==> src/rtl/red_pkg.sv <==
// Shared definitions for the RED reduction path: FSM state encoding and
// lane/accumulator sizing helpers.
package red_pkg;

  typedef enum logic [1:0] {
    RED_IDLE  = 2'd0,
    RED_ACCUM = 2'd1,
    RED_DONE  = 2'd2
  } red_state_e;

  function automatic int red_clog2(input int n);
    int r;
    r = 0;
    for (int v = n - 1; v > 0; v = v >> 1) r++;
    return r;
  endfunction

  // Room for 2*n_lanes lane values plus a sign bit, so the running sum never wraps.
  function automatic int red_acc_w(input int lane_w, input int n_lanes);
    return lane_w + red_clog2(2 * n_lanes) + 1;
  endfunction

endpackage

==> src/rtl/red_lane_adder.sv <==
// One reduction step: extend two lanes to accumulator width and add them
// to the running sum.
module red_lane_adder #(
  parameter int LANE_W = 4,
  parameter int ACC_W  = 8
) (
  input  logic [LANE_W-1:0] i_lane_a,
  input  logic [LANE_W-1:0] i_lane_b,
  input  logic              i_signed,
  input  logic [ACC_W-1:0]  i_acc,
  output logic [ACC_W-1:0]  o_acc_nxt
);

  logic [ACC_W-1:0] w_ext_a, w_ext_b;

  assign w_ext_a   = i_signed ? ACC_W'($signed(i_lane_a)) : ACC_W'(i_lane_a);
  assign w_ext_b   = i_signed ? ACC_W'($signed(i_lane_b)) : ACC_W'(i_lane_b);
  assign o_acc_nxt = i_acc + w_ext_a + w_ext_b;

endmodule

==> src/rtl/red_reduce_seq.sv <==
// Sequential lane-sum reduction for RED: accumulates one lane pair of A and B
// per clock, then holds the extended sum until the consumer takes it.
module red_reduce_seq
  import red_pkg::*;
#(
  parameter int WIDTH  = 16,
  parameter int LANE_W = 4
) (
  input  logic             clk,
  input  logic             rst_n,
  input  logic             in_valid,
  output logic             in_ready,
  input  logic [WIDTH-1:0] a,
  input  logic [WIDTH-1:0] b,
  input  logic             signed_mode,
  output logic             out_valid,
  input  logic             out_ready,
  output logic [WIDTH-1:0] result,
  output logic             busy
);

  localparam int N_LANES = WIDTH / LANE_W;
  localparam int ACC_W   = red_acc_w(LANE_W, N_LANES);
  localparam int IDX_W   = red_clog2(N_LANES);

  if (LANE_W < 2 || (WIDTH % LANE_W) != 0 || N_LANES < 2 || ACC_W > WIDTH) begin : g_bad_params
    $error("red_reduce_seq: illegal WIDTH/LANE_W combination");
  end

  red_state_e r_state, w_state_nxt;

  logic [N_LANES-1:0][LANE_W-1:0] r_a, r_b;
  logic                           r_sm;
  logic [ACC_W-1:0]               r_acc, w_acc_nxt;
  logic [IDX_W-1:0]               r_idx;
  logic [WIDTH-1:0]               r_result, w_result_ext;
  logic                           w_accept, w_last;

  assign w_accept     = in_valid && in_ready;
  assign w_last       = (r_idx == IDX_W'(N_LANES - 1));
  assign w_result_ext = r_sm ? WIDTH'($signed(w_acc_nxt)) : WIDTH'(w_acc_nxt);
  assign result       = r_result;

  red_lane_adder #(
    .LANE_W (LANE_W),
    .ACC_W  (ACC_W)
  ) u_lane_add (
    .i_lane_a  (r_a[r_idx]),
    .i_lane_b  (r_b[r_idx]),
    .i_signed  (r_sm),
    .i_acc     (r_acc),
    .o_acc_nxt (w_acc_nxt)
  );

  always_comb begin
    w_state_nxt = r_state;
    in_ready    = 1'b0;
    out_valid   = 1'b0;
    busy        = 1'b0;
    case (r_state)
      RED_IDLE: begin
        in_ready = 1'b1;
        if (in_valid) w_state_nxt = RED_ACCUM;
      end
      RED_ACCUM: begin
        busy = 1'b1;
        if (w_last) w_state_nxt = RED_DONE;
      end
      RED_DONE: begin
        busy      = 1'b1;
        out_valid = 1'b1;
        if (out_ready) w_state_nxt = RED_IDLE;
      end
      default: w_state_nxt = RED_IDLE;
    endcase
  end

  always_ff @(posedge clk or negedge rst_n) begin
    if (!rst_n) r_state <= RED_IDLE;
    else        r_state <= w_state_nxt;
  end

  // Operands are captured only on acceptance; the bus is ignored while busy.
  always_ff @(posedge clk or negedge rst_n) begin
    if (!rst_n) begin
      r_a      <= '0;
      r_b      <= '0;
      r_sm     <= 1'b0;
      r_acc    <= '0;
      r_idx    <= '0;
      r_result <= '0;
    end else if (w_accept) begin
      r_a   <= a;
      r_b   <= b;
      r_sm  <= signed_mode;
      r_acc <= '0;
      r_idx <= '0;
    end else if (r_state == RED_ACCUM) begin
      r_acc <= w_acc_nxt;
      if (w_last) r_result <= w_result_ext;
      else        r_idx    <= r_idx + IDX_W'(1);
    end
  end

endmodule

==> config.mk <==
export PLATFORM = sky130hd
export DESIGN_NAME = red_reduce_seq
export DESIGN_NICKNAME = d
export VERILOG_FILES = /design/src/rtl/red_pkg.sv /design/src/rtl/red_lane_adder.sv /design/src/rtl/red_reduce_seq.sv
export SDC_FILE = /design/constraint.sdc
export NUM_CORES = 1
export LEC_CHECK = 0
export ABC_AREA = 0
export BUFFER_PORTS_ARGS = -buffer_cell sky130_fd_sc_hd__buf_2
export CORE_ASPECT_RATIO = 0.5
export CORE_MARGIN = 10
export CORE_UTILIZATION = 40
export CTS_CLUSTER_DIAMETER = 80
export DETAILED_ROUTE_END_ITERATION = 8
export PLACE_DENSITY = 0.69
export SYNTH_ARGS = -nofsm -noshare
export SYNTH_HDL_FRONTEND = slang
export SYNTH_SLANG_ARGS = --single-unit
==> constraint.sdc <==
create_clock -name clk -period 7.3 [get_ports clk]
set_input_delay 0 -clock clk [delete_from_list [all_inputs] [get_ports clk]]
set_output_delay 0 -clock clk [all_outputs]
set_load 0.02 [all_outputs]
== After elaboration in Yosys (flattened, before gate mapping) ==
Index checks and enable logic that the tools add are counted.

* Mux-type cells: 19
* Bitwise logic cells: 1
* Magnitude comparators: 1
* Equality and inequality tests: 7
* Reduce and logical (&&, ||, !) cells: 7
* Add/subtract/negate cells: 3

{| class="wikitable"
|+ Operators by type and width
! cell !! count
|-
| $mux W8 || 4
|-
| $add A8 B8 Y8 || 2
|-
| $bmux W4 S2 || 2
|-
| $mux W16 || 1
|-
| $mux W2 || 6
|-
| $mux W4 || 2
|-
| $ne A2 B2 Y1 const B || 4
|-
| $pmux W2 S3 || 1
|-
| $reduce_and A3 Y1 || 2
|-
| $eq A2 B2 Y1 const B || 2
|-
| $lt A2 B3 Y1 const B || 1
|-
| $mux W1 || 3
|-
| $add A2 B1 Y2 const B || 1
|-
| $eq A2 B1 Y1 const B || 1
|-
| $logic_not A2 Y1 || 1
|-
| $reduce_and A2 Y1 || 1
|-
| $reduce_bool A2 Y1 || 1
|-
| $reduce_or A2 Y1 || 1
|-
| $logic_and A1 B1 Y1 || 1
|-
| $not A1 Y1 || 1
|}

* Bits of input ports: 37
* Register bits: 61
* Logic and storage cells: 51

== Logic depth before layout (Yosys ltp) ==
Gate-level depths: netlist (run 1).

* Word-level depth: 7
* Mapped depth: 13
* Depth with buffers taken out: 12

== Modules after synthesis ==
A second synthesis (run 1) with hierarchy kept.

* Cell total of the unflattened synthesis: 282
* Area, all modules: 2905.3 sq um

{| class="wikitable"
|+ By module, submodules not included
! module !! area an instance (sq um) !! instances !! cells each
|-
| red_reduce_seq || 2433.6 || 1 || 227
|-
| red_lane_adder || 471.7 || 1 || 55
|}

== Worst setup path after synthesis (run 1) ==
OpenSTA, ideal clock, no wires.

* Kind: flip-flop to flip-flop
* Start point: reg r_idx[0]
* End point: reg r_result[7] (netlist: result[7])
* Data arrival time: 3.333 ns
* Library setup time: 0.125 ns
* Required time: 7.175 ns
* Clock period less this slack: 3.458 ns
* Stages on the path, launching flop included: 13
* Path slack: 3.842 ns
* Cell sequence: dfrtp_1 > buf_6 > mux4_1 > fa_1 > ha_1 > inv_1 > fa_1 > nor2b_1 > o31ai_1 > a21oi_1 > xnor3_1 > xor2_1 > mux2_2

* Cells in the longest elaborated chain, start to end: 6

{| class="wikitable"
|+ RTL lines
! what !! RTL line !! text
|-
| from (decl) || red_reduce_seq.sv:35 || <nowiki>logic [IDX_W-1:0] r_idx;</nowiki>
|-
| from (signal assigned) || red_reduce_seq.sv:101 || <nowiki>else r_idx <= r_idx + IDX_W'(1);</nowiki>
|-
| $bmux W4 S2 || red_reduce_seq.sv:48 || <nowiki>.i_lane_a (r_a[r_idx]),</nowiki>
|-
| $mux W4 (not written as such) || red_reduce_seq.sv:48 ||
|-
| $mux W8 || red_lane_adder.sv:16 || <nowiki>assign w_ext_a = i_signed ? ACC_W'($signed(i_lane_a)) : ACC_W'(i_lane_a);</nowiki>
|-
| $add A8 B8 Y8 (2 in a row) || red_lane_adder.sv:18 || <nowiki>assign o_acc_nxt = i_acc + w_ext_a + w_ext_b;</nowiki>
|-
| $mux W16 || red_reduce_seq.sv:41 || <nowiki>assign w_result_ext = r_sm ? WIDTH'($signed(w_acc_nxt)) : WIDTH'(w_acc_nxt);</nowiki>
|-
| to (signal assigned) || red_reduce_seq.sv:100 || <nowiki>if (w_last) r_result <= w_result_ext;</nowiki>
|-
| to (decl) || red_reduce_seq.sv:36 || <nowiki>logic [WIDTH-1:0] r_result, w_result_ext;</nowiki>
|}

Several ways; a longest one is shown, not always the timed one. The select of a mux whose other input is x is not followed.
A chain may end at the register's enable or synchronous reset.

== Worst setup path after layout (run 1) ==
Same ends and word-level chain as after synthesis.

==> results by group, run 1 <==
Power and ir drop
  • Net switching power: 842.5 µW
  • Power share of the clock group: 13.6%
  • Comb pwr share: 57.6%
  • Leakage power: 0.001898 µW
  • PD cells: 530.4 mW/mm²
  • Seq pwr share: 28.8%
  • Sw frac: 43.18%
  • Maximum VDD drop: 190.2 µV
  • Pint: 1109 µW

Worst hold path
  • Start point of the worst min-delay path: out_ready
  • Hold EP: r_state[1]$_DFFE_PN0P_
  • Min-Delay Path Class: input pin to flip-flop
  • Hold path depth: 4

Critical path
  • Worst-path cell chain: mux4_1 > fa_1 > ha_1 > inv_1 > fa_1 > nor2b_1 > o31ai_1 > a21oi_1 > xnor3_1 > xor2_1 > mux2_2
  • CP peak stage delay: 0.69 ns
  • WP data arrival: 4.07 ns
  • Critical path type: flip-flop to flip-flop
  • Crit. End Element: flip-flop
  • Worst Setup SP: r_idx[0]$_DFFE_PN0P_
  • Cell mode on critical path: fa_1
  • Maximum fanout along the worst path: 11
  • End of the worst register-to-register path: result[7]$_DFFE_PN0P_
  • Reg2Reg Depth: 11
  • Worst r2r src: r_idx[0]$_DFFE_PN0P_
  • Crit path required time: 7.47 ns
  • R2r setup slk: 3.40 ns
  • Slowest cell on the critical path: dfrtp_1
  • CP Launch Type: flip-flop

Yosys
  • EDFF count, synth: 0
  • Mapped cell area: 0.002873 mm²
  • Yosys warns: 0
  • Register area share after synthesis: 47.04%
  • Primary FF master, synth: dfrtp_1
  • Syn_nets: 344
  • Cell count after synthesis: 289
  • Average size of a mapped cell: 9.940 µm²
  • #FFs+latches synth: 54
  • Cell variety after synth: 33
  • Ys async rst share: 100.0%

Flow run
  • # Max-Cap Violations: 0

Clock tree
  • H-tree depth: 2
  • Worst skew pair latency: 0.29 ns
  • PostCTS Resize Cnt: 0
  • CTS max path bufs: 2
  • CTS Root Cell: clkbuf_16
  • Inserted Clock Buffers: 5
  • Clk sinks: 54
  • CTS tree: yes
  • Worst-path clk slew: 0.07 ns

Final layout
  • Post-route cell area: 0.003679 mm²
  • Share of layout cells above drive strength 1: 21.95%
  • Inserted Diodes: 0
  • # nets final: 423
  • Filler cells: 582
  • Area Growth Syn to Fin: 28.05%
  • Final core occ: 53.85%

Placement
  • Post-DP Area: 0.003172 mm²
  • Gpl congestion: 0.7973
  • Port bufs: 55
  • Hpwl dp: 4777 µm

Floorplanning
  • DIE AREA: 0.01118 mm²
  • Row Count: 21
  • Boundary pin count: 56
  • Core ar.: 0.006832 mm²
  • Die Height: 79.93 µm
  • Die W: 139.9 µm
  • Starting Density: 42.05%

Detailed routing
  • Router iterations before antenna repair: 4
  • Antenna Nets Post-Route: 0
  • Via count: 2241
  • WL/cell: 14.80 µm
  • Via density: 4.861
  • DRC: 0
  • Number of DRC markers in iteration 0: 224
  • Post-Route WL: 6825 µm

Global route
  • First-pass GRT wire length: 11720 µm
  • Initial antenna violation count: 0
  • Largest net degree at the start of global routing: 55
  • Vias in the first global route: 2382
  • GRT Util Overall: 12.66%
  • Grt ovf: 0

STA
  • Hold_ws: 0.1698 ns
  • Hold Fails Final Rpt: 0
  • Worst slew pin tran: 1.218 ns
  • Worst Clk Skew: 0.007043 ns
  • RSZ-0062 raised after global routing: no
  • Setup TNS: 0 ns
  • Relative slew slack: 18.58%
  • F_max: 0.2565 GHz
  • Final Critical Period: 3.899 ns
  • Endpoints failing setup: 0
  • Fin crit share: 53.41%
  • Max-slew violation count: 0

Run status
  • Status: completed
-- area by class of cell --
type                    instances  area, µm²  area share [%]
clock buffers                   6      128.9           3.503
inverters                      15      56.30           1.531
repair buffers                 91      630.6           17.14
clock inverters                 2      37.54           1.020
well taps                      92      115.1           3.129
flip-flops and latches         54       1351           36.73
multi-input cells             201       1359           36.94
-- critical path: cells and delay by family, from the launching register on --
family | cells | cell delay, ns
fa+ha+maj | 3 | 1.06
simple gates | 1 | 0.16
compound gates | 2 | 0.25
flops | 1 | 0.69
xor+xnor | 2 | 0.64
buf+inv | 1 | 0.05
mux | 2 | 0.92
-- how the worst max path moves through the flow --
stage,to,slack [ns],cells after the start
after floorplan,result[7]$_DFFE_PN0P_,3.84,12
after global placement,result[7]$_DFFE_PN0P_,3.50,11
after detailed placement,result[7]$_DFFE_PN0P_,3.42,11
after CTS,result[7]$_DFFE_PN0P_,3.38,11
after global routing,result[7]$_DFFE_PN0P_,3.13,11
final,result[7]$_DFFE_PN0P_,3.40,11
-- timing repair --
action / CTS / global route
hold endpoints to repair: 87 / 0
buffers inserted: 0 / 0
hold buffers: 34 / 0
-- through the flow --
| stage | setup WS (ns) | instances | total power (µW) |
|---|---|---|---|
| finish | 3.401 | 461 | 1951 |
| global route | 3.132 | 461 | 2130 |
| CTS | 3.384 | 461 | 1961 |
| detailed placement | 3.417 | 419 | 1668 |
| global placement | 3.498 | 419 | 1615 |
| floorplan | 3.842 | 289 | 1410 |
-- sequential cells by signal, indices dropped and copies added (netlist names) --
signal	flops
r_a	16
r_acc	8
r_b	16
r_idx	2
r_sm	1
r_state	2
result	9
-- cells in the mapped netlist, types with 3 or more instances --
library cell | instances | area, µm²
mux2i_1 | 4 | 40.04
dfrtp_1 | 54 | 1351
ha_1 | 12 | 150.1
xnor2_1 | 8 | 70.07
nand2_1 | 103 | 386.6
mux2_2 | 6 | 67.56
buf_4 | 7 | 52.55
clkbuf_1 | 10 | 37.54
xor2_1 | 3 | 26.28
nor2_1 | 15 | 56.30
mux4_2 | 8 | 180.2
o21ai_0 | 7 | 35.03
a21oi_1 | 8 | 40.04
fa_1 | 6 | 120.1
inv_1 | 14 | 52.55
-- power by group through the flow --
stage / logic [µW] / clock network [µW] / registers (µW)
6_report: 1120 / 266 / 562
5_1_grt: 1260 / 285 / 585
4_1_cts: 1130 / 272 / 562
3_5_place_dp: 1100 / 0 / 565
3_3_place_gp: 1060 / 0 / 558
2_1_floorplan: 867 / 0 / 542
-- per-layer routing --
layer  GRT usage, %  routed length, µm
met5              0                  0
met4          4.303                103
met3          3.147                366
met2          21.15               3229
met1          15.78               3126
-- logic make-up (layout without fill, tap and decap cells) --
| kind of cell | Yosys count | count (layout) | share of synthesized area (%) |
|---|---|---|---|
| AO/OA/AOI/OAI | 27 | 27 | 5.880 |
| XOR/XNOR | 12 | 12 | 4.138 |
| buffers and inverters | 34 | 114 | 5.662 |
| adder cells (fa/ha/maj) | 18 | 18 | 9.408 |
| flip-flops | 54 | 54 | 47.04 |
| AND/OR/NAND/NOR | 125 | 125 | 16.94 |
| multiplexers | 19 | 19 | 10.93 |
-- cells in the final DEF (no fill, tap or decap), types with 2 or more instances in the layout --
| master | count |
|---|---|
| clkbuf_16 | 5 |
| buf_4 | 2 |
| buf_2 | 55 |
| nand2_1 | 103 |
| and2_1 | 2 |
| a21o_1 | 2 |
| o21a_1 | 2 |
| nor2b_1 | 2 |
| xor2_1 | 3 |
| o21ai_0 | 7 |
| xnor2_1 | 8 |
| nand3_1 | 2 |
| a21oi_1 | 8 |
| mux2_2 | 6 |
| o31ai_1 | 2 |
| fa_1 | 6 |
| mux4_2 | 8 |
| dlygate4sd3_1 | 34 |
| dfrtp_1 | 54 |
| mux2i_1 | 4 |
| inv_1 | 14 |
| nor2_1 | 15 |
| ha_1 | 12 |
(Power assumes the default switching activity.)
==> inputs of run 2 (changes only) <==
==> constraint.sdc (replaced) <==
create_clock -name clk -period 3.9 [get_ports clk]
set_input_delay 0 -clock clk [delete_from_list [all_inputs] [get_ports clk]]
set_output_delay 0 -clock clk [all_outputs]
set_load 0.02 [all_outputs]
==> run 2 against run 1 <==
First-iteration DRC count increased by 4.9%. Via count decreased by 0.27%. Clock power increased by 66%. Die area unchanged. Hold slack got worse by 0.0046 ns. Setup slack got worse by 3.2 ns. Critical path depth unchanged. Largest cell class unchanged. Highest routed layer unchanged.
==> results by group, run 2 (synthesis results as in run 1) <==
Run status
  • Status: completed

Final layout
  • Commonest non-fill, non-tap cells in the layout: nand2_1, buf_2, dfrtp_1
  • Share of layout cells above drive strength 1: 23.32% (+1.4 points)
  • Area Growth Syn to Fin: 28.44%
  • Commonest non-fill, non-tap cell in the layout: nand2_1
  • # nets final: 427 (+0.95%)
  • Inserted Diodes: 0 (unchanged)

Critical path
  • Buf/Inv on CP: 2 (+1)
  • Worst r2r src: r_idx[0]$_DFFE_PN0P_
  • CP peak stage delay: 0.54 ns (-0.15 ns)
  • Top Family by Delay on Critical Path: adder cells
  • CP Launch Type: flip-flop
  • Crit path required time: 4.08 ns (-3.39 ns)
  • Slowest cell on the critical path: fa_1
  • Critical path type: flip-flop to flip-flop
  • R2r setup slk: 0.22 ns (-3.18 ns)
  • Worst-path cell chain: buf_4 > mux4_2 > fa_1 > inv_1 > fa_1 > nor2b_1 > o31ai_1 > a21oi_1 > xnor3_1 > xor2_1 > mux2_2
  • Cell mode on critical path: fa_1
  • WP data arrival: 3.85 ns (-0.22 ns)
  • Worst Setup SP: r_idx[0]$_DFFE_PN0P_
  • Maximum fanout along the worst path: 5 (-6)
  • Reg2Reg Depth: 11 (unchanged)
  • End of the worst register-to-register path: result[7]$_DFFE_PN0P_
  • Crit. End Element: flip-flop

Global route
  • Largest net degree at the start of global routing: 55 (unchanged)
  • GRT Util Overall: 13.18% (+0.52 points)
  • Met2 usage: 21.57% (+0.42 points)
  • Vias in the first global route: 2377 (-0.21%)
  • Grt ovf: 0 (unchanged)
  • Initial antenna violation count: 0 (unchanged)
  • Grt met1 use: 16.64% (+0.86 points)
  • Busiest grt layer: met2
  • Met3 usage: 3.266% (+0.12 points)
  • First-pass GRT wire length: 12070 µm (+2.9%)

Clock tree
  • Worst skew pair latency: 0.29 ns (about the same)
  • # Post-CTS Setup Buffers: 0 (unchanged)
  • Inserted Clock Buffers: 5 (unchanged)
  • CTS tree: yes
  • Clk sinks: 54 (unchanged)
  • Worst-path clk slew: 0.07 ns (about the same)
  • CTS Root Cell: clkbuf_16
  • CTS max path bufs: 2 (unchanged)
  • H-tree depth: 2 (unchanged)

Worst hold path
  • Hold path depth: 4 (unchanged)
  • Min-Delay Path Class: input pin to flip-flop
  • Hold EP: r_state[1]$_DFFE_PN0P_
  • Start point of the worst min-delay path: out_ready

Placement
  • Hpwl dp: 4924 µm (+3.1%)
  • Pre-CTS WS: 0.2310 ns (-3.186 ns)
  • Port bufs: 55 (unchanged)
  • Gpl congestion: 0.8405 (+5.4%)

STA
  • Setup TNS: 0 ns (unchanged)
  • Fin crit share: 94.24% (+41 points)
  • Worst slew pin tran: 0.6707 ns (-0.5477 ns)
  • Endpoints failing setup: 0 (unchanged)
  • Worst Clk Skew: 0.005051 ns (-0.001991 ns)
  • F_max: 0.2721 GHz (+6.1%)
  • RSZ-0062 raised after global routing: no
  • Final worst slack: 0.2247 ns (-3.176 ns)
  • Final Critical Period: 3.675 ns (-0.2235 ns)
  • Relative slew slack: 55.29% (+37 points)
  • Max-slew violation count: 0 (unchanged)
  • Hold Fails Final Rpt: 0 (unchanged)

Detailed routing
  • Via density: 4.806 (-1.1%)
  • DRC: 0 (unchanged)
  • WL/cell: 15.14 µm (+2.3%)
  • Antenna Nets Post-Route: 0 (unchanged)
  • Via count: 2235 (-0.27%)
  • Router iterations before antenna repair: 5 (+1)
  • Number of DRC markers in iteration 0: 235 (+4.9%)
  • Post-Route WL: 7040 µm (+3.2%)

Flow run
  • # Max-Cap Violations: 0 (unchanged)

Power and ir drop
  • Leakage power: 0.001909 µW (+0.59%)
  • PD cells: 983.5 mW/mm² (+85%)
  • Maximum VDD drop: 369.9 µV (+95%)

Floorplanning
  • Boundary pin count: 56 (unchanged)
  • Starting Density: 42.05% (unchanged)
  • Row Count: 21 (unchanged)
  • Core ar.: 0.006832 mm² (unchanged)
  • DIE AREA: 0.01118 mm² (unchanged)
  • Die W: 139.9 µm (unchanged)
  • Die Height: 79.93 µm (unchanged)
run 2: changes by cell type in the layout (fill, tap and decap cells not counted), sizes merged:
cell    change
clkbuf      -1
bufinv      -1
clkinv      +2
buf         +4
run 2: how the worst max path moves through the flow:
stage,endpoint,slack [ns],cells past startpoint
2_1_floorplan,result[7]$_DFFE_PN0P_,0.44,12
3_3_place_gp,result[7]$_DFFE_PN0P_,0.33,11
3_5_place_dp,result[7]$_DFFE_PN0P_,0.23,11
4_1_cts,result[7]$_DFFE_PN0P_,0.17,11
5_1_grt,result[7]$_DFFE_PN0P_,0.03,13
6_report,result[7]$_DFFE_PN0P_,0.22,11
run 2: power breakdown:
group	switching [µW]	total [µW]	internal, µW
Sequential	198	1030	829
Clock	203	441	238
Combinational	1200	2160	962
Total	1600	3630	2030
run 2: cell type report:
class | count | area (µm²)
timing repair buffer | 95 | 660.6
clock inverter | 3 | 21.27
clock buffer | 5 | 125.1
tap | 92 | 115.1
multi-input combinational | 201 | 1359
inverter | 15 | 56.30
fill | 605 | 3142
sequential | 54 | 1353
run 2: what timing repair did:
action                     in CTS  in global routing
hold buffers                   34                  0
setup endpoints to repair       0                  1
gates resized for setup         0                  1
hold endpoints to repair       87                  0
run 2: worst min-delay path, cell delays in order:
cell,delay (ns)
buf_2,0.10
inv_1,0.05
a22oi_1,0.09
a21oi_1,0.17
run 2: per-stage QoR:
| stage | cells | area [µm²] | utilization, % | hold slack, ns | total power [µW] |
|---|---|---|---|---|---|
| 6_report | 465 | 3690 | 54.01 | 0.1651 | 3629 |
| 2_1_floorplan | 289 | 2873 | - | -0.2956 | 2638 |
| 3_5_place_dp | 423 | 3202 | 46.87 | 0.1706 | 3157 |
| 4_1_cts | 465 | 3689 | 53.99 | 0.1662 | 3643 |
| 5_1_grt | 465 | 3690 | 54.01 | 0.2501 | 3987 |
| 3_3_place_gp | 423 | 3202 | 46.87 | 0.1484 | 3047 |
run 2: layer usage:
metal / routed length [µm] / part of all wire (%)
met1: 3130 / 44
met2: 3333 / 47
met3: 428 / 6.1
met4: 146 / 2.1
met5: 0 / 0
==> inputs of run 3 (changes only) <==
--- a/config.mk
+++ b/config.mk
@@ -12,7 +12,7 @@
 export CORE_UTILIZATION = 40
 export CTS_CLUSTER_DIAMETER = 80
 export DETAILED_ROUTE_END_ITERATION = 8
-export PLACE_DENSITY = 0.69
+export PLACE_DENSITY = 0.71
 export SYNTH_ARGS = -nofsm -noshare
 export SYNTH_HDL_FRONTEND = slang
 export SYNTH_SLANG_ARGS = --single-unit
==> constraint.sdc (replaced) <==
create_clock -name clk -period 3.1 [get_ports clk]
set_input_delay 0 -clock clk [delete_from_list [all_inputs] [get_ports clk]]
set_output_delay 0 -clock clk [all_outputs]
set_load 0.02 [all_outputs]
==> run 3 against run 2 <==
The run now ends with negative setup slack left. Register-to-register slack worse by 0.41 ns. Clock-buffer cell count is 1 higher. Clock skew is 0.0033 ns higher. Die area stayed put. Hold slack better by 0.0082 ns. Critical path depth stayed put. Critical path type unchanged.
==> results by group, run 3 (synthesis results as in run 1) <==
Floorplanning
  • Row Count: 21 (unchanged)
  • Die Height: 79.93 µm (unchanged)
  • Starting Density: 42.05% (unchanged)
  • Boundary pin count: 56 (unchanged)
  • DIE AREA: 0.01118 mm² (unchanged)
  • Die W: 139.9 µm (unchanged)
  • Core ar.: 0.006832 mm² (unchanged)

Detailed routing
  • Metal3 WL: 481 µm (+12%)
  • WL met1: 3273 µm (+4.6%)
  • Antenna Nets Post-Route: 0 (unchanged)
  • Met2 Routed Length: 3787 µm (+14%)
  • DRC: 0 (unchanged)
  • Via density: 4.963 (+3.3%)
  • Router iterations before antenna repair: 5 (unchanged)
  • Via count: 2427 (+8.6%)
  • Post-Route WL: 7660 µm (+8.8%)
  • Number of DRC markers in iteration 0: 193 (-18%)
  • Highest metal used: met4
  • WL/cell: 15.66 µm (+3.5%)

STA
  • Setup TNS: -0.4470 ns (-0.4470 ns)
  • Final worst slack: -0.1865 ns (-0.4112 ns)
  • Fin crit share: 106.0% (+12 points)
  • F_max: 0.3043 GHz (+12%)
  • Relative slew slack: 64.93% (+9.6 points)
  • Final Critical Period: 3.286 ns (-0.3888 ns)
  • Hold_ws: 0.1733 ns (+0.008230 ns)
  • Max-slew violation count: 0 (unchanged)
  • RSZ-0062 raised after global routing: yes
  • Endpoints failing setup: 3 (+3)
  • Worst slew pin tran: 0.5260 ns (-0.1447 ns)
  • Hold Fails Final Rpt: 0 (unchanged)
  • Worst Clk Skew: 0.008352 ns (+0.003301 ns)

Clock tree
  • Worst-path clk slew: 0.07 ns (about the same)
  • Worst skew pair latency: 0.29 ns (about the same)
  • Clk sinks: 54 (unchanged)
  • CTS max path bufs: 2 (unchanged)
  • CTS tree: yes
  • H-tree depth: 2 (unchanged)
  • Inserted Clock Buffers: 5 (unchanged)
  • CTS Root Cell: clkbuf_16

Global route
  • Vias in the first global route: 2580 (+8.5%)
  • Initial antenna violation count: 0 (unchanged)
  • GRT Util Overall: 13.41% (+0.23 points)
  • Grt ovf: 0 (unchanged)
  • First-pass GRT wire length: 12500 µm (+3.5%)
  • Largest net degree at the start of global routing: 44 (-20%)

Worst hold path
  • Start point of the worst min-delay path: out_ready
  • Hold EP: r_state[1]$_DFFE_PN0P_
  • Hold path depth: 4 (unchanged)
  • Min-Delay Path Class: input pin to flip-flop

Run status
  • Failing checks: negative setup slack
  • Status: complete, but fails checks

Placement
  • Post-DP Area: 0.003328 mm² (+3.9%)
  • Hpwl dp: 4933 µm (+0.19%)
  • Gpl congestion: 0.8155 (-3.0%)
  • Port bufs: 55 (unchanged)
  • Pre-CTS WS: -0.3251 ns (-0.5561 ns)

Final layout
  • Share of layout cells above drive strength 1: 31.49% (+8.2 points)
  • Commonest non-fill, non-tap cells in the layout: nand2_1, buf_2, dfrtp_1
  • Area Growth Syn to Fin: 38.55%
  • Filler cells: 515 (-15%)
  • Post-route cell area: 0.003980 mm² (+7.9%)
  • Multi-input gate area: 0.001431 mm² (+5.3%)
  • Inserted Diodes: 0 (unchanged)
  • # nets final: 451 (+5.6%)
  • Commonest non-fill, non-tap cell in the layout: nand2_1
  • Sequential Area: 0.001353 mm² (unchanged)

Power and ir drop
  • PD cells: 1412 mW/mm² (+44%)
  • Maximum VDD drop: 603.3 µV (+63%)
  • Leakage power: 0.002033 µW (+6.5%)
  • Final total power: 5619 µW (+55%)

Critical path
  • Crit path required time: 3.27 ns (-0.81 ns)
  • Reg2Reg Depth: 11 (unchanged)
  • Maximum fanout along the worst path: 5 (unchanged)
  • Crit. End Element: flip-flop
  • Critical path type: flip-flop to flip-flop
  • WP data arrival: 3.46 ns (-0.39 ns)
  • Worst r2r src: r_idx[0]$_DFFE_PN0P_
  • End of the worst register-to-register path: result[7]$_DFFE_PN0P_
  • R2r setup slk: -0.19 ns (-0.41 ns)
  • CP Launch Type: flip-flop

Flow run
  • # Max-Cap Violations: 0 (unchanged)
run 3: worst max path at each step:
stage | start | depth (start not counted) | endpoint
after global routing | r_idx[0]$_DFFE_PN0P_ | 12 | result[7]$_DFFE_PN0P_
after detailed placement | r_idx[0]$_DFFE_PN0P_ | 11 | result[7]$_DFFE_PN0P_
after CTS | r_idx[0]$_DFFE_PN0P_ | 12 | result[7]$_DFFE_PN0P_
final | r_idx[0]$_DFFE_PN0P_ | 11 | result[7]$_DFFE_PN0P_
after floorplan | r_idx[0]$_DFFE_PN0P_ | 12 | result[7]$_DFFE_PN0P_
after global placement | r_idx[0]$_DFFE_PN0P_ | 11 | result[7]$_DFFE_PN0P_
run 3: metrics by stage:
step                instances  util [%]
floorplan                 289         -
CTS                       486     56.74
finish                    489     58.26
global route              489     58.26
global placement          440     48.72
detailed placement        440     48.72
run 3: final cells by class:
cell class                      count  area share (%)
Clock inverter                      2          0.9431
Timing Repair Buffer              119           21.50
Multi-Input combinational cell    201           35.96
Clock buffer                        6           3.238
Sequential cell                    54           33.98
Inverter                           15           1.478
Tap cell                           92           2.892
run 3: critical path, cell delays in order, from the launching register on:
cell and delay (ns):
dfrtp_2 0.42, buf_6 0.15, mux4_2 0.53, fa_1 0.54
inv_1 0.07, fa_2 0.42, nor2b_4 0.14, o31ai_2 0.07
a21oi_2 0.15, xnor3_1 0.26, xor2_1 0.17, mux2_2 0.26
run 3: per-layer routing:
| metal | vias up | track usage [%] |
|---|---|---|
| met5 | - | 0 |
| met4 | 0 | 4.406 |
| met3 | 14 | 3.444 |
| met2 | 91 | 23.16 |
| met1 | 1186 | 16.13 |
| li1 | 1136 | - |
run 3: power by group:
group / leakage, µW / switching, µW / internal, µW
Sequential: 0.000676 / 228 / 1040
Clock: 0.0000771 / 247 / 382
Combinational: 0.00128 / 1880 / 1840
Total: 0.00203 / 2350 / 3260
run 3: timing repair:
item,in CTS,in global routing
gates resized for setup,5,18
hold endpoints to repair,56,0
pin swaps,4,9
setup endpoints to repair,5,9
setup buffers,4,3
hold buffers,34,0
